File: src/rtl/ext_dut_arb_pkg.sv
// Shared types and helpers for the ext datapath arbiter: FSM state encoding,
// default port widths and the operand zero-padding function.
package ext_dut_arb_pkg;

  typedef enum logic [1:0] {
    IDLE = 2'd0,
    WAIT = 2'd1,
    RESP = 2'd2
  } state_t;

  localparam int DEF_IN_W  = 10;
  localparam int DEF_DUT_W = 16;
  localparam int PAD_W     = 64;

  // Keeps only the low op_w bits; callers widen/narrow around the fixed PAD_W.
  function automatic logic [PAD_W-1:0] pad_operand(input logic [PAD_W-1:0] op,
                                                   input int unsigned      op_w);
    logic [PAD_W-1:0] mask;
    mask = (op_w >= unsigned'(PAD_W)) ? {PAD_W{1'b1}}
                                      : ((PAD_W'(1'b1) << op_w) - PAD_W'(1'b1));
    return op & mask;
  endfunction

endpackage

File: src/rtl/rr_arbiter.sv
// Combinational round-robin pick: first asserted request at or after ptr,
// wrapping modulo N. The pointer register is owned by the caller.
module rr_arbiter #(
  parameter int N  = 4,
  parameter int IW = $clog2(N)
) (
  input  logic [N-1:0]  req,
  input  logic [IW-1:0] ptr,
  output logic [N-1:0]  grant,
  output logic [IW-1:0] grant_idx
);

  logic [IW-1:0] cand_s;
  logic          hit_s;
  logic          found_s;

  // Walk ptr, ptr+1, ... and latch the first hit.
  always_comb begin
    grant     = '0;
    grant_idx = '0;
    cand_s    = '0;
    hit_s     = 1'b0;
    found_s   = 1'b0;
    for (int k = 0; k < N; k++) begin
      cand_s        = IW'((int'(ptr) + k) % N);
      hit_s         = req[cand_s] & ~found_s;
      grant[cand_s] = grant[cand_s] | hit_s;
      grant_idx     = hit_s ? cand_s : grant_idx;
      found_s       = found_s | hit_s;
    end
  end

endmodule

File: src/rtl/ext_dut_arbiter.sv
// Time-shares one external foo->bar datapath among NREQ requesters, one
// transaction at a time, returning each captured result tagged with its owner.
module ext_dut_arbiter
  import ext_dut_arb_pkg::*;
#(
  parameter int NREQ    = 4,
  parameter int IN_W    = DEF_IN_W,
  parameter int DUT_W   = DEF_DUT_W,
  parameter int LATENCY = 2,
  parameter int IDW     = $clog2(NREQ)
) (
  input  logic                 clock,
  input  logic                 reset,
  input  logic [NREQ-1:0]      req_valid,
  input  logic [NREQ*IN_W-1:0] req_data,
  output logic [NREQ-1:0]      req_ready,
  output logic [DUT_W-1:0]     dut_foo,
  input  logic [DUT_W-1:0]     dut_bar,
  output logic                 resp_valid,
  input  logic                 resp_ready,
  output logic [DUT_W-1:0]     resp_data,
  output logic [IDW-1:0]       resp_id,
  output logic                 busy
);

  localparam int CNT_W = (LATENCY > 1) ? $clog2(LATENCY) : 1;

  if (IN_W > DUT_W || DUT_W > PAD_W || NREQ < 2 || LATENCY < 1) begin : g_bad_params
    $error("ext_dut_arbiter: illegal parameters (need IN_W<=DUT_W<=PAD_W, NREQ>=2, LATENCY>=1)");
  end

  state_t           state_q, state_d;
  logic [IDW-1:0]   ptr_q, ptr_d;
  logic [CNT_W-1:0] cnt_q, cnt_d;
  logic [DUT_W-1:0] foo_q, foo_d;
  logic [IDW-1:0]   id_q, id_d;
  logic [DUT_W-1:0] rdata_q, rdata_d;
  logic             rvalid_q, rvalid_d;

  logic [NREQ-1:0]  gnt_s;
  logic [IDW-1:0]   gnt_idx_s;
  logic [IN_W-1:0]  operand_s;
  logic             hs_s;

  rr_arbiter #(.N(NREQ), .IW(IDW)) u_rr (
    .req       (req_valid),
    .ptr       (ptr_q),
    .grant     (gnt_s),
    .grant_idx (gnt_idx_s)
  );

  assign operand_s = req_data[int'(gnt_idx_s)*IN_W +: IN_W];
  assign hs_s      = |(req_valid & gnt_s);

  // Next-state, datapath loads and the combinational grant.
  always_comb begin
    state_d   = state_q;
    ptr_d     = ptr_q;
    cnt_d     = cnt_q;
    foo_d     = foo_q;
    id_d      = id_q;
    rdata_d   = rdata_q;
    rvalid_d  = rvalid_q;
    req_ready = '0;
    case (state_q)
      IDLE: begin
        // Grant is masked while reset is held so nothing looks accepted.
        req_ready = gnt_s & {NREQ{reset}};
        if (hs_s) begin
          foo_d   = DUT_W'(pad_operand(PAD_W'(operand_s), unsigned'(IN_W)));
          id_d    = gnt_idx_s;
          cnt_d   = CNT_W'(LATENCY - 1);
          ptr_d   = (gnt_idx_s == IDW'(NREQ - 1)) ? '0 : gnt_idx_s + IDW'(1'b1);
          state_d = WAIT;
        end else begin
          state_d = IDLE;
        end
      end
      WAIT: begin
        if (cnt_q != '0) begin
          cnt_d = cnt_q - CNT_W'(1'b1);
        end else begin
          rdata_d  = dut_bar;
          rvalid_d = 1'b1;
          state_d  = RESP;
        end
      end
      RESP: begin
        if (resp_ready) begin
          rvalid_d = 1'b0;
          state_d  = IDLE;
        end else begin
          state_d  = RESP;
        end
      end
      default: begin
        rvalid_d = 1'b0;
        state_d  = IDLE;
      end
    endcase
  end

  // State and datapath registers; reset drops any in-flight transaction.
  always_ff @(posedge clock or negedge reset) begin
    if (!reset) begin
      state_q  <= IDLE;
      ptr_q    <= '0;
      cnt_q    <= '0;
      foo_q    <= '0;
      id_q     <= '0;
      rdata_q  <= '0;
      rvalid_q <= 1'b0;
    end else begin
      state_q  <= state_d;
      ptr_q    <= ptr_d;
      cnt_q    <= cnt_d;
      foo_q    <= foo_d;
      id_q     <= id_d;
      rdata_q  <= rdata_d;
      rvalid_q <= rvalid_d;
    end
  end

  assign dut_foo    = foo_q;
  assign resp_valid = rvalid_q;
  assign resp_data  = rdata_q;
  assign resp_id    = id_q;
  assign busy       = (state_q != IDLE);

endmodule

File: config.mk
export PLATFORM = sky130hd
export DESIGN_NAME = ext_dut_arbiter
export DESIGN_NICKNAME = d
export VERILOG_FILES = /design/src/rtl/ext_dut_arb_pkg.sv /design/src/rtl/rr_arbiter.sv /design/src/rtl/ext_dut_arbiter.sv
export SDC_FILE = /design/constraint.sdc
export NUM_CORES = 1
export LEC_CHECK = 0
export CELL_PAD_IN_SITES_DETAIL_PLACEMENT = 1
export CELL_PAD_IN_SITES_GLOBAL_PLACEMENT = 1
export CORE_MARGIN = 2
export CORE_UTILIZATION = 29
export CTS_CLUSTER_SIZE = 16
export DETAILED_ROUTE_END_ITERATION = 10
export GPL_ROUTABILITY_DRIVEN = 0
export HOLD_SLACK_MARGIN = 0.15
export PLACE_DENSITY_LB_ADDON = 0.2
export SLEW_MARGIN = 10
export SYNTH_ARGS = -nofsm -noshare
export SYNTH_HDL_FRONTEND = slang
export SYNTH_SLANG_ARGS = --single-unit
File: constraint.sdc
create_clock -name clock -period 3.8 [get_ports clock]
set_input_delay 0.57 -clock clock [delete_from_list [all_inputs] [get_ports clock]]
set_output_delay 0.57 -clock clock [all_outputs]
set_load 0.05 [all_outputs]
==> out/summary.txt, run 1 <==
FFs w/ async S/R, synth: 100%
Crit Path Class: in2out
Most used DFF post-synth: dfrtp_1
EDFF count, synth: 0
flop and latch count out of synthesis: 34
crit end category: primary output
Clk Latency, worst-skew pair: 280 ps
unrepaired setup endpoints after global routing: no
Seq/Total Area, Yosys: 33.8%
Worst Path Required: 3230 ps
Slew Limit Fails: 0
Root Driver: clkbuf_8
die area: 0.00944 mm^2
Post-DRT Antenna Nets: 0
Reg2Reg Setup Slack: 290 ps
count leader, synth: dfrtp_1
Synth Area in XOR/XNOR: 0%
min Tclk post-route: 3650 ps
Post-Layout Cell Count: 466
Setup WS pre-CTS: -265 ps
CP startpoint kind: input port
post-synthesis adder-cell area fraction: 2.49%
worst-margin pin slew: 532 ps
commonest cells in the synthesized netlist: dfrtp_1, mux2_2, nor2_1
1st-pass router iterations: 4
PortBufs: 96
CP top delay family: simple AND/OR/NAND/NOR gates
Die H: 97.1 um
Compound-Gate Fraction of Synth Area: 14.8%
Slowest cell on crit path: or4b_4
FILL cells: 922
Fin Clk Skew: 4.12 ps
share of cells above drive strength 1: 31.4%
largest net degree at the start of global routing: 35
DIE WIDTH: 97.1 um
dpl cells: 456
Longest Clk Path Bufs: 2
first-pass GRT wire length: 12.8 mm
initial antenna violation count: 0
post-synth cell types: 50
Synth area leaders: dfrtp_1, mux2_2, mux2i_1
final wirelength: 7.49 mm
highest clock rate: 274 MHz
Initial DRC Count: 41
Syn-to-layout area delta: 58.3%
Rows: 33
PnR worst setup slack: 155 ps
Crit. path cell count: 11
Setup-failing EPs final: 0
Post-Syn Area: 0.00252 mm^2
NumNets Final: 428
CTS tree: yes
Via density: 5.05
Synth Instances: 239
vias: 2,353
cells along the critical path: dlygate4sd2_1 -> buf_4 -> mux4_2 -> or4b_4 -> nand3_1 -> o22ai_2 -> buf_4 -> nor4_2 -> nor2_1 -> nor2_2 -> buf_12
residual overflow from global routing: 0
Worst-path clk slew: 70 ps
core region area: 0.00830 mm^2
htree depth: 2
total of max-cap violations: 0
final core occ: 48.0%
DP HPWL: 5.65 mm
vias in the first global route: 2,621
crit-path most repeated cell: buf_4
initial core utilization: 30.3%
# DRC: 0
CTS Buf Count: 5
Post-CTS Hold Fix Bufs: 0
Tot GR Track Use: 16.2%
final hold vios: 0
yosys warns: 0
Hold Crit Class: in2async
Post-Synth Simple-Gate Area: 10.4%
Slew HR: 64.4%
Sink Count: 34
period utilization: 95.9%
Synth top area share: 33.8%
mux contribution to synthesized area: 31.8%
main combinational cell family by area after synthesis: multiplexers
depth of the worst register-to-register path: 12
synthesized area per cell: 10.5 um^2
Synth area leader: dfrtp_1
CP Buf/Inv Count: 4
io pins: 103
status: complete, no violations
crit path DAT: 3080 ps
routed wire length per instance: 16.1 um
peak per-stage delay on the critical path: 540 ps
CP max FO: 6
-- cells in the final DEF, fill, tap and decap left out, types with 8 or more instances in the layout --
cell and count:
nor2_1 22, inv_1 8, mux2_2 33, mux2i_1 15, a21oi_1 16, clkdlybuf4s50_1 87, mux2_4 9, buf_4 34
dfrtp_1 34
-- routing by layer --
| layer | vias to the layer above | track usage (%) | wire, um |
|---|---|---|---|
| met4 | 0 | 4.01 | 118 |
| met1 | 1163 | 20.7 | 3260 |
| met2 | 68 | 27.0 | 3600 |
| li1 | 1110 | - | - |
| met5 | - | 0 | 0 |
| met3 | 12 | 4.82 | 518 |
-- state kept, by name, summed over array words and instances (netlist names) --
signal	count
cnt_q	1
resp_valid	1
dut_foo	10
resp_data	16
ptr_q	2
state_q	2
resp_id	2
-- final timing paths --
path,start,end
setup / recovery,req_valid[1],req_ready[0]
hold / removal,reset,resp_data[14]
setup reg to reg,ptr_q[1],dut_foo[6]
hold reg to reg,resp_data[10],resp_data[10]
max in group asynchronous,reset,dut_foo[1]
min in group clock,resp_data[10],resp_data[10]
-- worst register-to-register path: stages (launching register included) --
cell      delay [ps]
dfrtp_1          340
inv_1             70
ha_1             340
buf_4            200
mux4_2           370
mux2_4           290
a221o_1          320
o22ai_2          230
nor2_2            90
a222oi_1         490
a31oi_4          160
buf_12           190
mux2_4           300
-- metrics by stage --
step / setup TNS [ps] / cell area (um^2) / hold slack, ps
final: 0 / 3980 / 330
after global routing: 0 / 3980 / 361
after CTS: -1.61 / 3960 / 346
after detailed placement: -4360 / 3830 / 497
after global placement: -3850 / 3830 / 484
after floorplan: 0 / 2540 / 274
-- final cells by class --
| cell class | instances | area, um^2 | share of cell area (%) |
|---|---|---|---|
| inverters | 8 | 30.0 | 0.754 |
| clock inverters | 2 | 10.0 | 0.251 |
| diodes | 1 | 2.50 | 0.0628 |
| well taps | 105 | 131 | 3.30 |
| multi-input cells | 179 | 1600 | 40.1 |
| repair buffers | 132 | 1290 | 32.5 |
| flip-flops and latches | 34 | 851 | 21.4 |
| clock buffers | 5 | 68.8 | 1.73 |
-- logic make-up (layout without fill, tap and decap cells) --
family | count (synthesis) | count (layout)
multiplexers | 63 | 63
buffers and inverters | 31 | 147
other | 1 | 7
AO/OA/AOI/OAI | 52 | 52
AND/OR/NAND/NOR | 53 | 53
flip-flops | 34 | 34
adder cells (fa/ha/maj) | 5 | 5
-- what timing repair did --
action                     4_1_cts  5_1_grt
setup buffers                    1        1
resized for setup               12        5
setup endpoints to repair        4       18
pin swaps                        1        4
Power of run 1 is not shown: default switching activity piles up to over one toggle a cycle in this logic, so the estimate is an artifact.
==> inputs of run 2 (changes only) <==
--- a/config.mk
+++ b/config.mk
@@ -9,7 +9,6 @@
 export CELL_PAD_IN_SITES_GLOBAL_PLACEMENT = 1
 export CORE_MARGIN = 2
 export CORE_UTILIZATION = 29
-export CTS_CLUSTER_SIZE = 16
 export DETAILED_ROUTE_END_ITERATION = 10
 export GPL_ROUTABILITY_DRIVEN = 0
 export HOLD_SLACK_MARGIN = 0.15
==> results of run 2 <==
The final DEF is identical to that of run 1; final timing and power are the same.
Power of run 2 is left out for the same reason.
